`src/rtl/mips_mem_pkg.sv`:
```
// Shared types and constants for the unified instruction/data memory arbiter.
//
// Contents:
//   state_t - access FSM states (IDLE, ISSUE, WAIT, DONE)
//   owner_t - which core port owns the current access (OWN_IF, OWN_D)
//   CNT_W   - width of the latency down-counter (covers MEM_LAT up to 15)
//   REQ_IF / REQ_D - bit positions of the two requesters in req/gnt vectors
package mips_mem_pkg;

    typedef enum logic [1:0] {
        IDLE  = 2'd0,
        ISSUE = 2'd1,
        WAIT  = 2'd2,
        DONE  = 2'd3
    } state_t;

    typedef enum logic {
        OWN_IF = 1'b0,
        OWN_D  = 1'b1
    } owner_t;

    localparam int CNT_W  = 4;
    localparam int REQ_IF = 0;
    localparam int REQ_D  = 1;

endpackage : mips_mem_pkg

```
`src/rtl/rr_arbiter2.sv`:
```
// Two-requester round-robin arbiter.
//
// Picks one of two requesters. A lone requester always wins; on a tie the
// requester that did not own the previous grant wins. The last owner is
// remembered across cycles and updated on every grant.
//
// Ports:
//   clk      - clock, rising edge
//   rst      - asynchronous active-high reset (last owner -> OWN_IF)
//   req[1:0] - request vector, bit REQ_IF = fetch, bit REQ_D = data
//   advance  - this is an arbitration cycle; a grant updates the last owner
//   gnt[1:0] - one-hot (or zero) combinational grant
module rr_arbiter2
    import mips_mem_pkg::*;
(
    input  logic       clk,
    input  logic       rst,
    input  logic [1:0] req,
    input  logic       advance,
    output logic [1:0] gnt
);

    owner_t last_owner;

    // NOTE: every variable driven here gets a default first, so no path
    // through the block leaves it unassigned and no latch is inferred.
    always_comb begin
        gnt = 2'b00;
        if (req[REQ_D] && (!req[REQ_IF] || (last_owner == OWN_IF))) begin
            gnt[REQ_D] = 1'b1;
        end else if (req[REQ_IF]) begin
            gnt[REQ_IF] = 1'b1;
        end
    end

    // After reset the fetch port counts as last owner, so data wins the
    // first tie.
    // NOTE: registered state uses non-blocking assignments so every flop
    // samples the pre-edge values regardless of block ordering.
    always_ff @(posedge clk or posedge rst) begin
        if (rst) begin
            last_owner <= OWN_IF;
        end else if (advance && (gnt != 2'b00)) begin
            last_owner <= gnt[REQ_D] ? OWN_D : OWN_IF;
        end
    end

endmodule : rr_arbiter2

```
`src/rtl/unified_mem_arbiter.sv`:
```
// Unified memory arbiter for the multi-cycle RISC-V core.
//
// Shares one single-port memory between the instruction-fetch port and the
// load/store port. Each granted request produces exactly one memory access;
// read data (or a store completion) is returned to the owning port exactly
// MEM_LAT cycles after the access strobe. Arbitration happens in IDLE and in
// DONE, so a waiting request is granted in the same cycle the previous access
// completes (one access per MEM_LAT+1 cycles).
//
// Parameters:
//   ADDR_W  - address width
//   DATA_W  - data width
//   MEM_LAT - cycles from mem_en to valid mem_rdata, legal range 1..15
//
// Ports:
//   clk, rst                    - clock (rising edge), async active-high reset
//   if_req/if_addr              - fetch request (level, held until if_gnt)
//   if_gnt                      - fetch accepted, combinational 1-cycle pulse
//   if_rvalid/if_rdata          - fetch data return, 1-cycle pulse
//   d_req/d_we/d_addr/d_wdata   - load/store request (level, held until d_gnt)
//   d_gnt                       - data request accepted, 1-cycle pulse
//   d_rvalid/d_rdata            - load data or store completion, 1-cycle pulse
//   mem_en/mem_we/mem_addr/mem_wdata - memory access, mem_en only in ISSUE
//   mem_rdata                   - memory read data, valid MEM_LAT after mem_en
//   cpu_stall                   - freeze PC/pipeline while a port is waiting
module unified_mem_arbiter
    import mips_mem_pkg::*;
#(
    parameter int ADDR_W  = 32,
    parameter int DATA_W  = 32,
    parameter int MEM_LAT = 2
) (
    input  logic              clk,
    input  logic              rst,

    input  logic              if_req,
    input  logic [ADDR_W-1:0] if_addr,
    output logic              if_gnt,
    output logic              if_rvalid,
    output logic [DATA_W-1:0] if_rdata,

    input  logic              d_req,
    input  logic              d_we,
    input  logic [ADDR_W-1:0] d_addr,
    input  logic [DATA_W-1:0] d_wdata,
    output logic              d_gnt,
    output logic              d_rvalid,
    output logic [DATA_W-1:0] d_rdata,

    output logic              mem_en,
    output logic              mem_we,
    output logic [ADDR_W-1:0] mem_addr,
    output logic [DATA_W-1:0] mem_wdata,
    input  logic [DATA_W-1:0] mem_rdata,

    output logic              cpu_stall
);

    localparam logic [CNT_W-1:0] LAT_M1 = CNT_W'(MEM_LAT - 1);

    state_t             state_q, state_d;
    logic [CNT_W-1:0]   cnt_q, cnt_d;
    owner_t             owner_q;
    logic               we_q;
    logic [ADDR_W-1:0]  addr_q;
    logic [DATA_W-1:0]  wdata_q;

    logic               arb_en;
    logic [1:0]         arb_req;
    logic [1:0]         arb_gnt;
    logic               grant;
    logic               done;

    // Requests are only looked at in arbitration cycles. Holding reset also
    // blocks arbitration so no grant pulses while the block is held in reset.
    assign arb_en  = ((state_q == IDLE) || (state_q == DONE)) && !rst;
    assign arb_req = {d_req, if_req} & {2{arb_en}};
    assign grant   = (arb_gnt != 2'b00);

    rr_arbiter2 u_arb (
        .clk     (clk),
        .rst     (rst),
        .req     (arb_req),
        .advance (arb_en),
        .gnt     (arb_gnt)
    );

    // ------------------------------------------------------------------
    // Access FSM: next state and counter
    // ------------------------------------------------------------------
    always_comb begin
        state_d = state_q;
        cnt_d   = cnt_q;
        unique case (state_q)
            IDLE: begin
                if (grant) state_d = ISSUE;
            end
            ISSUE: begin
                cnt_d   = LAT_M1;
                state_d = (MEM_LAT == 1) ? DONE : WAIT;
            end
            WAIT: begin
                // cnt holds the remaining WAIT cycles including this one.
                cnt_d = cnt_q - CNT_W'(1);
                if (cnt_q == CNT_W'(1)) state_d = DONE;
            end
            DONE: begin
                state_d = grant ? ISSUE : IDLE;
            end
            default: state_d = IDLE;
        endcase
    end

    always_ff @(posedge clk or posedge rst) begin
        if (rst) begin
            state_q <= IDLE;
            cnt_q   <= '0;
        end else begin
            state_q <= state_d;
            cnt_q   <= cnt_d;
        end
    end

    // ------------------------------------------------------------------
    // Request latches: captured on every grant, held until the next one,
    // and driven straight onto the memory address/data/write lines.
    // ------------------------------------------------------------------
    always_ff @(posedge clk or posedge rst) begin
        if (rst) begin
            owner_q <= OWN_IF;
            we_q    <= 1'b0;
            addr_q  <= '0;
            wdata_q <= '0;
        end else if (grant) begin
            if (arb_gnt[REQ_D]) begin
                owner_q <= OWN_D;
                we_q    <= d_we;
                addr_q  <= d_addr;
                wdata_q <= d_wdata;
            end else begin
                owner_q <= OWN_IF;
                we_q    <= 1'b0;
                addr_q  <= if_addr;
                wdata_q <= '0;
            end
        end
    end

    // ------------------------------------------------------------------
    // Outputs
    // ------------------------------------------------------------------
    assign if_gnt    = arb_gnt[REQ_IF];
    assign d_gnt     = arb_gnt[REQ_D];

    assign mem_en    = (state_q == ISSUE);
    assign mem_we    = we_q;
    assign mem_addr  = addr_q;
    assign mem_wdata = wdata_q;

    // DONE is the cycle mem_rdata is valid; pass it through to the owner
    // only, the other port sees zero.
    assign done      = (state_q == DONE);
    assign if_rvalid = done && (owner_q == OWN_IF);
    assign d_rvalid  = done && (owner_q == OWN_D);
    assign if_rdata  = if_rvalid ? mem_rdata : '0;
    assign d_rdata   = d_rvalid  ? mem_rdata : '0;

    // Stall while an access is in flight, or while any request is still
    // waiting for its grant.
    assign cpu_stall = ((state_q != IDLE) && (state_q != DONE))
                     | (if_req & ~if_gnt)
                     | (d_req  & ~d_gnt);

endmodule : unified_mem_arbiter

```
`config.mk`:
```
export PLATFORM = sky130hd
export DESIGN_NAME = unified_mem_arbiter
export DESIGN_NICKNAME = d
export VERILOG_FILES = /design/src/rtl/mips_mem_pkg.sv /design/src/rtl/rr_arbiter2.sv /design/src/rtl/unified_mem_arbiter.sv
export SDC_FILE = /design/constraint.sdc
export NUM_CORES = 1
export LEC_CHECK = 0
export BUFFER_PORTS_ARGS = -buffer_cell sky130_fd_sc_hd__buf_4
export CORE_ASPECT_RATIO = 1.75
export CORE_MARGIN = 8
export CORE_UTILIZATION = 35
export DETAILED_ROUTE_END_ITERATION = 16
export PLACE_DENSITY = 0.69
export SYNTH_ARGS = -nofsm -noshare
export SYNTH_HDL_FRONTEND = slang
export SYNTH_SLANG_ARGS = --single-unit
```
`constraint.sdc`:
```
create_clock -name clk -period 3 [get_ports clk]
set_clock_uncertainty 0.2 [all_clocks]
set_input_delay 0.45 -clock clk [delete_from_list [all_inputs] [get_ports clk]]
set_output_delay 0.45 -clock clk [all_outputs]
set_load 0.05 [all_outputs]
```
# Yosys cells after proc, flatten, opt, wreduce, memory -nomap -nowiden

Index checks and enable logic that the tools add are counted.

Register bits after elaboration: 73
Input bits: 133
Output and inout port bits: 135

Add/sub/neg operators: 1
Equal/unequal tests: 7
Multiplexer cells: 14
Bitwise gates (word level): 9
Reduce and logical (&&, ||, !) cells: 15

Operators by type and width:

| cell                | number |
|---|---|
| $mux 32             | 4 |
| $pmux 2 s4          | 1 |
| $pmux 4 s2          | 1 |
| $logic_and 1x1->1   | 6 |
| $mux 1              | 6 |
| $ne 2x2->1 const B  | 3 |
| $reduce_bool 2->1   | 3 |
| $eq 2x2->1 const B  | 2 |
| $eq 4x1->1 const B  | 1 |
| $mux 2              | 2 |
| $not 1->1           | 4 |
| $sub 4x1->4 const B | 1 |
| $and 1x1->1         | 2 |
| $and 2x2->2         | 1 |
| $eq 2x1->1 const B  | 1 |
| $logic_not 1->1     | 2 |
| $logic_not 2->1     | 1 |
| $logic_or 1x1->1    | 2 |
| $or 1x1->1          | 2 |
| $reduce_and 2->1    | 1 |

# Longest topological paths before layout

Gate-level depths: netlist (run 1).

Word-level depth: 12
Gate-level depth with buffers: 10

# By module

A second synthesis (run 1) with hierarchy kept.

Cell total of the unflattened synthesis: 396
Area total of the unflattened synthesis: 3764.9 µm²

Modules (own cells, without submodules):

| module              | seq. area each (µm²) | cells each | area an instance (µm²) | times used |
|---|---|---|---|---|
| unified_mem_arbiter | 1801.7               | 389        | 3706.1                 | 1 |
| rr_arbiter2         | 25.0                 | 7          | 58.8                   | 1 |

# Worst setup path after synthesis (run 1)

OpenSTA, ideal clock, no wires.

Path type: reg-to-output
From: register state_q[0]
To: output if_rdata[22]
Required time: 2.350 ns
Data arrival time: 2.031 ns
Slack: 0.319 ns
Buffers on the path: 1
Cell stages (with the launch flop): 5
Path through: dfrtp_1 -> ha_1 -> nor2b_1 -> clkbuf_1 -> and2_1

Word-level cells in the longest chain between the ends: 3

RTL lines:

| element                  | RTL line                   | text |
|---|---|---|
| start: declaration       | unified_mem_arbiter.sv:61  | `state_t state_q, state_d;` |
| start signal: assignment | unified_mem_arbiter.sv:119 | `state_q <= state_d;` |
| $eq 2x2->1               | unified_mem_arbiter.sv:162 | `assign done = (state_q == DONE);` |
| $logic_and 1x1->1        | unified_mem_arbiter.sv:163 | `assign if_rvalid = done && (owner_q == OWN_IF);` |
| net if_rvalid            | unified_mem_arbiter.sv:39  | `output logic if_rvalid,` |
| $mux 32                  | unified_mem_arbiter.sv:165 | `assign if_rdata = if_rvalid ? mem_rdata : '0;` |
| end: declaration         | unified_mem_arbiter.sv:40  | `output logic [DATA_W-1:0] if_rdata,` |

The timed path passes the listed nets, and every way through them passes these cells.

# Worst setup path after layout (run 1)

From: register state_q[0]
To: output if_gnt

Word-level cells in the longest chain between the ends: 8
Elaborated cells between the ends (all ways): 10
Classes of those cells: eq/ne (1); mux (2); bitwise (1); reduce/logical (6)

RTL lines:

| element                                              | RTL line                  | text |
|---|---|---|
| $eq 2x2->1 / $logic_not 2->1 (equally long branches) | unified_mem_arbiter.sv:76 | `assign arb_en = ((state_q == IDLE) \|\| (state_q == DONE)) && !rst;` |
| $logic_or 1x1->1 (*)                                 | unified_mem_arbiter.sv:76 |  |
| $logic_and 1x1->1 (*)                                | unified_mem_arbiter.sv:76 |  |
| $and 2x2->2 (*)                                      | unified_mem_arbiter.sv:77 | `assign arb_req = {d_req, if_req} & {2{arb_en}};` |
| $logic_not 1->1                                      | rr_arbiter2.sv:29         | `if (req[REQ_D] && (!req[REQ_IF] \|\| (last_owner == OWN_IF))) begin` |
| $logic_or 1x1->1                                     | rr_arbiter2.sv:29         |  |
| $logic_and 1x1->1                                    | rr_arbiter2.sv:29         |  |
| $mux 1 (*)                                           | rr_arbiter2.sv:29         |  |
| end: declaration                                     | unified_mem_arbiter.sv:38 | `output logic if_gnt,` |

Mark *: on every way between the ends. The rest lies on a longest branch, timed or not.

==> results of run 1 <==
[layout by cell type, fill, tap and decap left out]
master	n
a31oi_1	2
clkbuf_16	9
inv_2	2
mux2_2	2
inv_1	7
o21bai_1	1
o22ai_1	2
nand2_1	69
a221o_1	1
nand3_1	66
nor2_1	3
nor2b_1	1
clkbuf_1	2
nand3_2	1
and3_1	33
clkinv_2	2
buf_4	277
o21a_1	2
nor2_8	1
o21ai_0	2
dfrtp_1	73
clkinvlp_4	1
a22o_1	33
and2_1	33
ha_1	6
nor3_1	2
buf_12	1
a21oi_1	5
clkbuf_8	1
o21ai_4	1
[state kept, by name, summed over array words and instances, names as in the netlist]
register,cells
cnt_q,4
mem_addr,32
mem_wdata,32
mem_we,1
owner_q,1
state_q,2
u_arb.last_owner,1
[cells by family (layout without fill, tap and decap cells)]
family | Yosys count | after routing | share of synthesized area [%]
flip-flops | 73 | 73 | 51.28
adder cells (fa/ha/maj) | 6 | 6 | 2.107
buffers and inverters | 39 | 302 | 5.269
multiplexers | 2 | 2 | 0.6322
AND/OR/NAND/NOR | 209 | 209 | 29.75
AO/OA/AOI/OAI | 49 | 49 | 10.96
[final timing paths]
| path | slack (ns) | depth (start not counted) | to |
|---|---|---|---|
| setup reg to reg | 0.50 | 6 | mem_wdata[27] |
| min in group clk | 0.13 | 3 | mem_addr[2] |
| setup / recovery | 0.26 | 6 | if_gnt |
| hold reg to reg | 0.27 | 2 | mem_addr[2] |
| max in group asynchronous | 1.95 | 3 | mem_addr[30] |
| hold / removal | -0.001 | 2 | mem_addr[14] |
[metal layers]
| layer | vias to the layer above | global-route usage (%) |
|---|---|---|
| li1 | 1815 | - |
| met4 | 0 | 8.921 |
| met5 | - | 0 |
| met3 | 20 | 7.785 |
| met1 | 1810 | 17.60 |
| met2 | 194 | 37.38 |
[area by class of cell]
type	instances	area share, %
clock buffers	12	4.151
clock inverters	3	0.2950
flip-flops and latches	73	30.76
inverters	9	0.5689
multi-input cells	266	26.19
repair buffers	278	35.36
well taps	127	2.676
[power groups by stage]
stage / registers (uW) / logic (uW) / clock network [uW]
final: 1740 / 4910 / 954
after global routing: 1800 / 5170 / 1020
after CTS: 1740 / 4960 / 981
after detailed placement: 1740 / 4970 / 0
after global placement: 1740 / 4890 / 0
after floorplan: 3180 / 1990 / 0
[per-stage QoR]
stage                     setup slack (ns)  hold WS (ns)  power (uW)  instance area (um^2)  cells
after CTS                           0.2428      0.006336        7684                  5938    768
after detailed placement            0.4932        0.2673        6709                  5674    753
after global placement              0.6012        0.2621        6628                  5674    753
after global routing                0.1682       0.02764        7997                  5938    768
after floorplan                     0.3191        0.2588        5167                  3562    378
final                               0.2611     -0.001157        7605                  5938    768
[worst max-delay path: cells and delay by family, from the launching register on]
| family | cells | cell delay (ns) |
|---|---|---|
| fa+ha+maj | 1 | 0.47 |
| buf+inv | 2 | 0.30 |
| flops | 1 | 0.43 |
| simple gates | 3 | 0.55 |
==> impl_metrics.ini, run 1 <==
[status]
status = complete, but fails checks
violations = negative hold slack

[worst_setup_path]
slowest_stage = ha_1
critPathLaunch = state_q[0]
worstSetupPathType = reg2out
worstSetupStartpointType = flip-flop
slowest_delay_ns = 0.47
critical_path.max_fanout = 10
end_kind = output pin
required_ns = 2.35
crit_chain = inv_1, ha_1, nor2_8, nand3_2, and3_1, buf_4
r2r_start = state_q[0]
crit_arrival_ns = 2.09

[detailed_routing]
wl_met2_um = 7830
num_vias = 3839
ant_nets = 0
wire_per_inst_um = 18.50
routed_wl_um = 14210
first_pass_iters = 6
routed.top_layer = met4
drc_errors = 0
met3_length_um = 1295
drt-initial-drc-count = 130
routedLengthMet1_um = 4723
via_per_inst = 4.999

[global_route]
grt_usage_pct = 19.72
antenna_found_initial = 0
grt_start_max_net_pins = 53
grt_pass1_vias = 3965
grt-ovfl-total = 0
grt_pass1_wl_um = 21290

[finish]
n_antenna_cell = 0
synthToLayoutAreaGrowth_pct = 66.70
finalNetCount = 776
drive_above_1_share_pct = 46.49
fill_cells = 938
multi_input_area_um2 = 1555
regArea_um2 = 1827
fin_util_pct = 58.70

[timing]
tightest_slew_ns = 0.7982
fmax_ghz = 0.3651
fin_crit_sh_pct = 91.30
slew_viol_final = 0
whs_ns = -0.001157
finalHoldViolations = 6
setup_viol = 0
period_needed_ns = 2.739
max_slew_margin_pct = 46.58
finalSetupTns_ns = 0
rsz0062_at_grt = false

[die]
core-area_um2 = 10120
rows = 49
start_util_pct = 35.21
die_area_um2 = 13790
pin_count = 268
die_w_um = 92.26
fp.dieH_um = 149.5

[logic_synthesis]
ys_warn_count = 0
synthTopCellsByArea = dfrtp_1 (51%), nand3_1 (9.3%), a22o_1 (8.1%)
synth_commonest_cells = dfrtp_1 (73), nand2_1 (69), nand3_1 (66)
synth_most_common_cell = dfrtp_1
ys.flop_type = dfrtp_1
ys_ff_latch = 73
async_flop_share_pct = 100.0
synth_edf_count = 0
avgSynthCellArea_um2 = 9.424
netlist.area_leader.share_pct = 51.28
synth_top_cell_by_area = dfrtp_1
synth_cell_type_count = 28
syn_area_um2 = 3562
yosysSeqAreaShare_pct = 51.28
syn_inst = 378
synth_nets = 517

[cts]
postCtsHoldBufs = 0
cts_buffer_depth = 2
cts_made_buffers = 9
clk-insertion-delay-late_ns = 0.33
clk_pin_slew_ns = 0.06
cts-htree-levels = 3
cts_setup_buffers = 0
cts.sinks = 73
cts_tree = done
cts-resized-gates = 0
clockRootBuffer = clkbuf_16

[placement]
gp_congestion = 0.8404
dp_hpwl_um = 11500
portBuffers = 267

[power_and_ir_drop]
p_sw_uw = 4064
clkPwrFrac_pct = 12.5
seqPwrFrac_pct = 22.9
combPwrFrac_pct = 64.5
p_leak_uw = 0.003271
internal_power_uw = 3541
p_sw_share_pct = 53.44
power.density_nw_per_um2 = 1281
ir_drop_mv = 0.6315

[flow_run]
cap_violations = 0

[worst_hold_path]
hold_class = in2async
No activity file was read; power rests on OpenSTA's default activity.
==> run 2: changes to the inputs <==
--- a/config.mk
+++ b/config.mk
@@ -5,7 +5,7 @@
 export SDC_FILE = /design/constraint.sdc
 export NUM_CORES = 1
 export LEC_CHECK = 0
-export BUFFER_PORTS_ARGS = -buffer_cell sky130_fd_sc_hd__buf_4
+export BUFFER_PORTS_ARGS = -buffer_cell sky130_fd_sc_hd__buf_2
 export CORE_ASPECT_RATIO = 1.75
 export CORE_MARGIN = 8
 export CORE_UTILIZATION = 35
==> constraint.sdc (replaced) <==
create_clock -name clk -period 3 [get_ports clk]
set_clock_uncertainty 0.2 [all_clocks]
set_input_delay 0.6 -clock clk [delete_from_list [all_inputs] [get_ports clk]]
set_output_delay 0.6 -clock clk [all_outputs]
set_load 0.05 [all_outputs]
==> run 2 against run 1 <==
The run now ends clean. Die area unchanged. Utilization is 5.9 points lower. Via count increased by 0.47%. Count of clock-buffer cells in the layout is 1 lower. Clock power increased by 23%. Design area shrank 10%. Hold slack better by 0.20 ns. Combinational power decreased by 8.4%. Critical endpoint unchanged.
==> impl_metrics.ini, run 2 (synthesis results as in run 1) <==
[detailed_routing]
num_vias = 3857
wire_per_inst_um = 17.68
ant_nets = 0
routed_wl_um = 13590
drc_errors = 0
drt-initial-drc-count = 158
first_pass_iters = 4
via_per_inst = 5.016

[cts]
cts_made_buffers = 9
cts.sinks = 73
clk-insertion-delay-late_ns = 0.32
cts-htree-levels = 3
cts_buffer_depth = 2
clk_pin_slew_ns = 0.06
cts-resized-gates = 0
cts_setup_buffers = 0
postCtsHoldBufs = 0
clockRootBuffer = clkbuf_16
cts_tree = done

[global_route]
grt_usage_pct = 18.78
grt_pass1_vias = 4108
grt_pass1_wl_um = 20470
grt_start_max_net_pins = 66
antenna_found_initial = 1
grt-ovfl-total = 0

[timing]
finalSetupTns_ns = 0
whs_ns = 0.1985
fmax_ghz = 0.3580
rsz0062_at_grt = false
tightest_slew_ns = 0.6939
fin_crit_sh_pct = 93.11
setup_slack_ns = 0.2068
max_slew_margin_pct = 53.57
period_needed_ns = 2.793
setup_viol = 0
finalHoldViolations = 0
slew_viol_final = 0

[placement]
dp_hpwl_um = 10850
place_ws_ns = 0.4210
portBuffers = 267
gp_congestion = 0.8994

[worst_setup_path]
r2r_start = state_q[0]
rrSetupSlack_ns = 0.60
worstSetupStartpointType = flip-flop
critical_path.max_fanout = 10
end_kind = output pin
r2r-end = mem_addr[19]
worstSetupPathType = reg2out
reg2reg_depth = 8
required_ns = 2.20
crit_arrival_ns = 1.99

[flow_run]
cap_violations = 0

[die]
core-area_um2 = 10120
start_util_pct = 35.21
rows = 49
die_area_um2 = 13790
fp.dieH_um = 149.5
die_w_um = 92.26
pin_count = 268

[finish]
layout_common_cells = buf_2 (266), dfrtp_1 (73), nand2_1 (69)
drive_above_1_share_pct = 47.04
synthToLayoutAreaGrowth_pct = 49.95
layout_commonest_cell = buf_2
finalNetCount = 776
n_antenna_cell = 0

[power_and_ir_drop]
ir_drop_mv = 0.6269
power.density_nw_per_um2 = 1384
p_leak_uw = 0.003153

[status]
status = complete, no violations

[worst_hold_path]
hold_class = in2async
[run 2: metrics by stage]
stage	instances	total power, uW	util [%]	area [um^2]
after floorplan	378	5167	-	3562
after global placement	753	6157	49.51	5009
after detailed placement	753	6262	49.51	5009
after CTS	769	7461	52.78	5339
after global routing	769	7788	52.80	5341
final	769	7390	52.80	5341
[run 2: worst max path at each step]
stage,start,to,cells past startpoint
2_1_floorplan,state_q[0],if_rdata[22],4
3_3_place_gp,state_q[0],if_gnt,6
3_5_place_dp,state_q[0],if_gnt,6
4_1_cts,state_q[0],if_gnt,6
5_1_grt,state_q[0],if_gnt,6
6_report,state_q[0],if_gnt,6
[run 2: where the power goes]
part	total, uW	internal (uW)	switching (uW)
Combinational	4500	1110	3380
Sequential	1730	1460	263
Clock	1170	770	400
[run 2: per-layer routing]
metal,up-vias,track usage [%],wire [um]
met1,1811,16.68,4477
li1,1817,-,-
met4,2,10.06,427
met3,28,6.128,1202
met2,199,35.95,7467
met5,-,0,19
[run 2: worst max-delay path, stage by stage, from the launching register on]
cell and delay [ns]:
dfrtp_1 0.43, inv_1 0.14, ha_2 0.37, nor2_8 0.18, nand3_2 0.13, and3_1 0.21, buf_2 0.21
[run 2: final cells by class]
cell class,instances,area [um^2]
multi-input cells,266,1558
fillers,972,4775
inverters,9,33.78
well taps,127,158.9
clock buffers,11,252.7
repair buffers,278,1434
flip-flops and latches,73,1827
clock inverters,5,77.57
